[config.mk]
export PLATFORM = sky130hd
export DESIGN_NAME = rsnn_param_serializer
export DESIGN_NICKNAME = d
export VERILOG_FILES = /design/src/rtl/rsnn_param_serializer.sv
export SDC_FILE = /design/constraint.sdc
export NUM_CORES = 1
export LEC_CHECK = 0
export ABC_CLOCK_PERIOD_IN_PS = 2700
export CORE_ASPECT_RATIO = 1.2
export CORE_MARGIN = 1
export CORE_UTILIZATION = 29
export DETAILED_ROUTE_END_ITERATION = 7
export GPL_ROUTABILITY_DRIVEN = 1
export PLACE_DENSITY = 0.47
export REMOVE_ABC_BUFFERS = 1
export SYNTH_ARGS = -nofsm -noshare
export SYNTH_HDL_FRONTEND = slang
export SYNTH_SLANG_ARGS = --single-unit
[constraint.sdc]
create_clock -name clk -period 2.7 [get_ports clk]
set_clock_uncertainty 0.2 [all_clocks]
set_input_delay 0.54 -clock clk [delete_from_list [all_inputs] [get_ports clk]]
set_output_delay 0.54 -clock clk [all_outputs]
set_load 0.02 [all_outputs]
[src/rtl/rsnn_param_serializer.sv]
// Serial parameter-load transmitter for the RSNN core: shifts parallel words out MSB-first
// on data_in/load_params and sequences per-word and end-of-frame acknowledges.
module rsnn_param_serializer #(
    parameter int unsigned WORD_W      = 8,
    parameter int unsigned NUM_WORDS   = 16,
    parameter int unsigned ACK_TIMEOUT = 15
) (
    input  logic                           clk,
    input  logic                           reset,
    input  logic                           start,
    input  logic [WORD_W-1:0]              word_in,
    input  logic                           word_valid,
    output logic                           word_ready,
    output logic                           data_in,
    output logic                           load_params,
    input  logic                           data_written,
    input  logic                           end_writing,
    output logic                           busy,
    output logic                           done,
    output logic                           error,
    output logic [$clog2(NUM_WORDS+1)-1:0] words_sent
);

    localparam int unsigned CNT_W = $clog2(NUM_WORDS + 1);
    localparam int unsigned BIT_W = (WORD_W > 1) ? $clog2(WORD_W) : 1;
    localparam int unsigned TMR_W = (ACK_TIMEOUT > 1) ? $clog2(ACK_TIMEOUT + 1) : 1;

    localparam logic [CNT_W-1:0] LAST_WORD = CNT_W'(NUM_WORDS - 1);
    localparam logic [BIT_W-1:0] BIT_LAST  = BIT_W'(WORD_W - 1);
    localparam logic [TMR_W-1:0] TMR_LAST  = TMR_W'(ACK_TIMEOUT - 1);

    typedef enum logic [2:0] {
        S_IDLE,
        S_WAIT_WORD,
        S_SHIFT,
        S_WAIT_ACK,
        S_WAIT_END,
        S_DONE,
        S_ERROR
    } state_t;

    state_t            state_q, state_d;
    logic [WORD_W-1:0] shreg_q, shreg_d;
    logic [BIT_W-1:0]  bitcnt_q, bitcnt_d;
    logic [TMR_W-1:0]  timer_q, timer_d;
    logic [CNT_W-1:0]  words_sent_q, words_sent_d;
    logic              load_params_q, load_params_d;
    logic              data_in_q, data_in_d;
    logic              busy_q, busy_d;
    logic              done_q, done_d;
    logic              error_q, error_d;
    logic              final_ack;

    // State and datapath registers
    always_ff @(posedge clk) begin
        if (reset) begin
            state_q       <= S_IDLE;
            shreg_q       <= '0;
            bitcnt_q      <= '0;
            timer_q       <= '0;
            words_sent_q  <= '0;
            load_params_q <= 1'b0;
            data_in_q     <= 1'b0;
            busy_q        <= 1'b0;
            done_q        <= 1'b0;
            error_q       <= 1'b0;
        end else begin
            state_q       <= state_d;
            shreg_q       <= shreg_d;
            bitcnt_q      <= bitcnt_d;
            timer_q       <= timer_d;
            words_sent_q  <= words_sent_d;
            load_params_q <= load_params_d;
            data_in_q     <= data_in_d;
            busy_q        <= busy_d;
            done_q        <= done_d;
            error_q       <= error_d;
        end
    end

    // Next-state, datapath and registered-output decode
    always_comb begin
        state_d      = state_q;
        shreg_d      = shreg_q;
        bitcnt_d     = bitcnt_q;
        timer_d      = timer_q;
        words_sent_d = words_sent_q;
        final_ack    = data_written && (words_sent_q == LAST_WORD);

        case (state_q)
            S_IDLE, S_DONE, S_ERROR: begin
                if (start) begin
                    words_sent_d = '0;
                    state_d      = S_WAIT_WORD;
                end else if (state_q == S_DONE) begin
                    state_d = S_IDLE;
                end
            end
            S_WAIT_WORD: begin
                if (word_valid) begin
                    shreg_d  = word_in;
                    bitcnt_d = BIT_LAST;
                    state_d  = S_SHIFT;
                end
            end
            S_SHIFT: begin
                // Receiver strobes are only legal once the whole word has been sent
                if (data_written || end_writing) begin
                    state_d = S_ERROR;
                end else begin
                    shreg_d  = shreg_q << 1;
                    bitcnt_d = bitcnt_q - BIT_W'(1);
                    if (bitcnt_q == '0) begin
                        timer_d = '0;
                        state_d = S_WAIT_ACK;
                    end
                end
            end
            S_WAIT_ACK: begin
                if (end_writing && !final_ack) begin
                    state_d = S_ERROR;
                end else if (data_written) begin
                    words_sent_d = words_sent_q + CNT_W'(1);
                    timer_d      = '0;
                    if (final_ack) begin
                        state_d = end_writing ? S_DONE : S_WAIT_END;
                    end else begin
                        state_d = S_WAIT_WORD;
                    end
                end else if (timer_q == TMR_LAST) begin
                    state_d = S_ERROR;
                end else begin
                    timer_d = timer_q + TMR_W'(1);
                end
            end
            S_WAIT_END: begin
                if (end_writing) begin
                    state_d = S_DONE;
                end else if (timer_q == TMR_LAST) begin
                    state_d = S_ERROR;
                end else begin
                    timer_d = timer_q + TMR_W'(1);
                end
            end
            default: state_d = S_IDLE;
        endcase

        load_params_d = (state_d == S_SHIFT);
        data_in_d     = (state_d == S_SHIFT) && shreg_d[WORD_W-1];
        busy_d        = (state_d == S_WAIT_WORD) || (state_d == S_SHIFT) ||
                        (state_d == S_WAIT_ACK)  || (state_d == S_WAIT_END);
        done_d        = (state_d == S_DONE);
        error_d       = (state_d == S_ERROR);
    end

    assign word_ready  = (state_q == S_WAIT_WORD);
    assign data_in     = data_in_q;
    assign load_params = load_params_q;
    assign busy        = busy_q;
    assign done        = done_q;
    assign error       = error_q;
    assign words_sent  = words_sent_q;

endmodule

==> flow_summary.json <==
{
  "status": "complete, no violations",
  "power_density_nw_per_um2": 506,
  "row_count": 28,
  "antenna_cells": 0,
  "clockRootBuffer": "clkbuf_8",
  "htreeDepth": 1,
  "dp_slack_ns": 0.0441,
  "grt_setup_unrepaired": "false",
  "slew_headroom_pct": 68.1,
  "sw_frac_of_total_pct": 29.6,
  "min_to": "bitcnt_q[1]",
  "setup_ws_ns": 0.193,
  "clock_latency_ns": 0.27,
  "hp-start": "bitcnt_q[1]",
  "r2r_setup_slack_ns": 0.32,
  "internal-power_mw": 0.679,
  "rr_startpoint": "words_sent[0]",
  "fin_crit_ns": 2.51,
  "hold_viol": 0,
  "start_util_pct": 30.2,
  "ir_drop_mv": 0.217,
  "p_switching_mw": 0.285,
  "drt-pass1-iter-count": 5,
  "ys.flop_type": "dfxtp_1",
  "p_seq_share_pct": 48.8,
  "place_area_sq_um": 1860,
  "cts.reportedPaths.clkPinSlew_ns": 0.09,
  "leakage_nw": 0.761,
  "wl_per_cell_microns": 13.7,
  "maxCapViolations": 0,
  "drive_gt1_share_pct": 13.0,
  "fmax_ghz": 0.399,
  "crit_required_ns": 1.96,
  "antenna_found_initial": 0,
  "drv_slew": 0,
  "min_path_type": "register to register",
  "die_y_microns": 80.9,
  "synth_edf_count": 0,
  "ctsHoldBuffers": 0,
  "comb_power_share_pct": 28.2,
  "cts_tree": "yes",
  "tightest_slew_ns": 0.471,
  "ioPinCount": 25,
  "yosysTopAreaCell": "dfxtp_1",
  "overflow": 0,
  "min_path_cells": 2,
  "postCtsSetupBuffers": 0,
  "criticalPathCategory": "register to output port",
  "grt.total_usage_pct": 13.9,
  "drtIter0Drc": 50,
  "grt_pass1_wl_microns": 5770,
  "pwr-share-clk_pct": 23.0,
  "synth_cell_type_count": 47,
  "cts_resized": 0,
  "drt-total-wl_microns": 3570,
  "fin_area_sq_um": 1910,
  "setup_tns_ns": 0,
  "avgSynthCellArea_sq_um": 8.84,
  "num_vias": 1392,
  "antenna_left": 0,
  "grt_max_degree": 16,
  "netlist_instances": 170,
  "portBuffers": 24,
  "synthArstFlopShare_pct": 0,
  "synth_area_leaders": "dfxtp_1 37%, nor2_1 5.5%, ha_1 5.0%",
  "drc_errors": 0,
  "num-fill-cells": 524,
  "nets": 222,
  "end_kind": "output port",
  "dp_hpwl_microns": 2760,
  "post-route-period-util_pct": 92.8,
  "report.final.setup_viol": 0,
  "crit_path_start_kind": "register",
  "syn_area_sq_um": 1500,
  "viasPerCell": 5.35,
  "numCtsBuffers": 3,
  "grt_pass1_vias": 1319,
  "area_growth_pct": 26.8,
  "crit_fanout": 15,
  "fp.dieW_microns": 67.7,
  "yosys_warnings": 0,
  "cts_sinks": 28,
  "r2r-end": "error",
  "cp.arrival_ns": 1.77,
  "ys_ff_latch": 28,
  "dieArea_sq_um": 5470,
  "seq_area_frac_synth_pct": 37.3,
  "rr_worst_depth": 8,
  "gp_congestion": 0.772,
  "core_sq_um": 4970,
  "synth_top_area_share_pct": 37.3,
  "cts_buffer_depth": 2
}
cells by family (layout without fill, tap and decap cells):
group / Yosys count / count (layout) / synth area share [%]
simple gates: 70 / 70 / 27.1
compound gates: 41 / 41 / 20.2
mux: 6 / 6 / 4.00
fa+ha+maj: 6 / 6 / 5.00
xor+xnor: 3 / 3 / 1.75
buf+inv: 16 / 46 / 4.66
flops: 28 / 28 / 37.3
power by group through the flow:
stage	combinational [mW]	sequential, mW	clock, mW
after CTS	0.276	0.471	0.241
after floorplan	0.152	0.489	0
after global routing	0.299	0.475	0.251
after detailed placement	0.274	0.480	0
after global placement	0.268	0.479	0
final	0.272	0.470	0.222
cell usage after synthesis (all sizes together) (5+ instances only):
library cell / n
dfxtp: 28
nor2: 23
a21oi: 7
a222oi: 7
and3: 7
inv: 7
nand2: 7
buf: 6
ha: 6
mux2i: 6
nand3: 6
o21ai: 5
layer usage:
layer / vias to the layer above / wire, microns / GRT usage [%]
met4: 0 / 56 / 5.74
met5: - / 0 / 0
li1: 684 / - / -
met3: 5 / 127 / 2.39
met2: 29 / 1760 / 24.9
met1: 674 / 1630 / 16.0
layout make-up:
type                       instances  area (sq um)  share of cell area [%]
clock buffer                       3          41.3                    2.17
inverter                           7          26.3                    1.38
multi-input combinational        126           872                    45.8
sequential                        28           561                    29.4
tap                               60          75.1                    3.94
timing repair buffer              36           330                    17.3
placed cells by master, fill, tap and decap left out, types with 6 or more instances in the layout:
| master | instances |
|---|---|
| dfxtp_1 | 28 |
| clkdlybuf4s50_1 | 24 |
| nor2_1 | 22 |
| buf_4 | 12 |
| inv_1 | 7 |
| and3_1 | 7 |
| nand2_1 | 7 |
| a21oi_1 | 7 |
| a222oi_1 | 7 |
| nand3_1 | 6 |
| mux2i_1 | 6 |
| ha_1 | 6 |
stage by stage:
step	std cells	power (mW)	hold slack, ns	util [%]
global route	260	1.03	0.322	38.3
CTS	260	0.987	0.292	38.3
global placement	257	0.747	0.271	37.5
floorplan	161	0.641	0.247	-
detailed placement	257	0.754	0.276	37.5
finish	260	0.965	0.286	38.3
registers in the layout, indices dropped and copies added (netlist names):
signal       flops
bitcnt_q         3
busy             1
data_in          1
done             1
error            1
load_params      1
shreg_q          8
state_q          3
timer_q          4
words_sent       5
worst max-delay path, stage by stage, from the launching register on:
cell and delay, ns:
dfxtp_1 0.46, nor3b_1 0.36, clkdlybuf4s50_1 0.67
worst max path at each step:
stage / end / cells past startpoint / start
floorplan: error / 8 / words_sent[0]
detailed placement: data_in / 6 / data_written
global placement: data_in / 6 / data_written
global route: word_ready / 2 / state_q[1]
CTS: word_ready / 2 / state_q[1]
finish: word_ready / 2 / state_q[1]
Note: power is estimated with default switching activity, not from simulation.
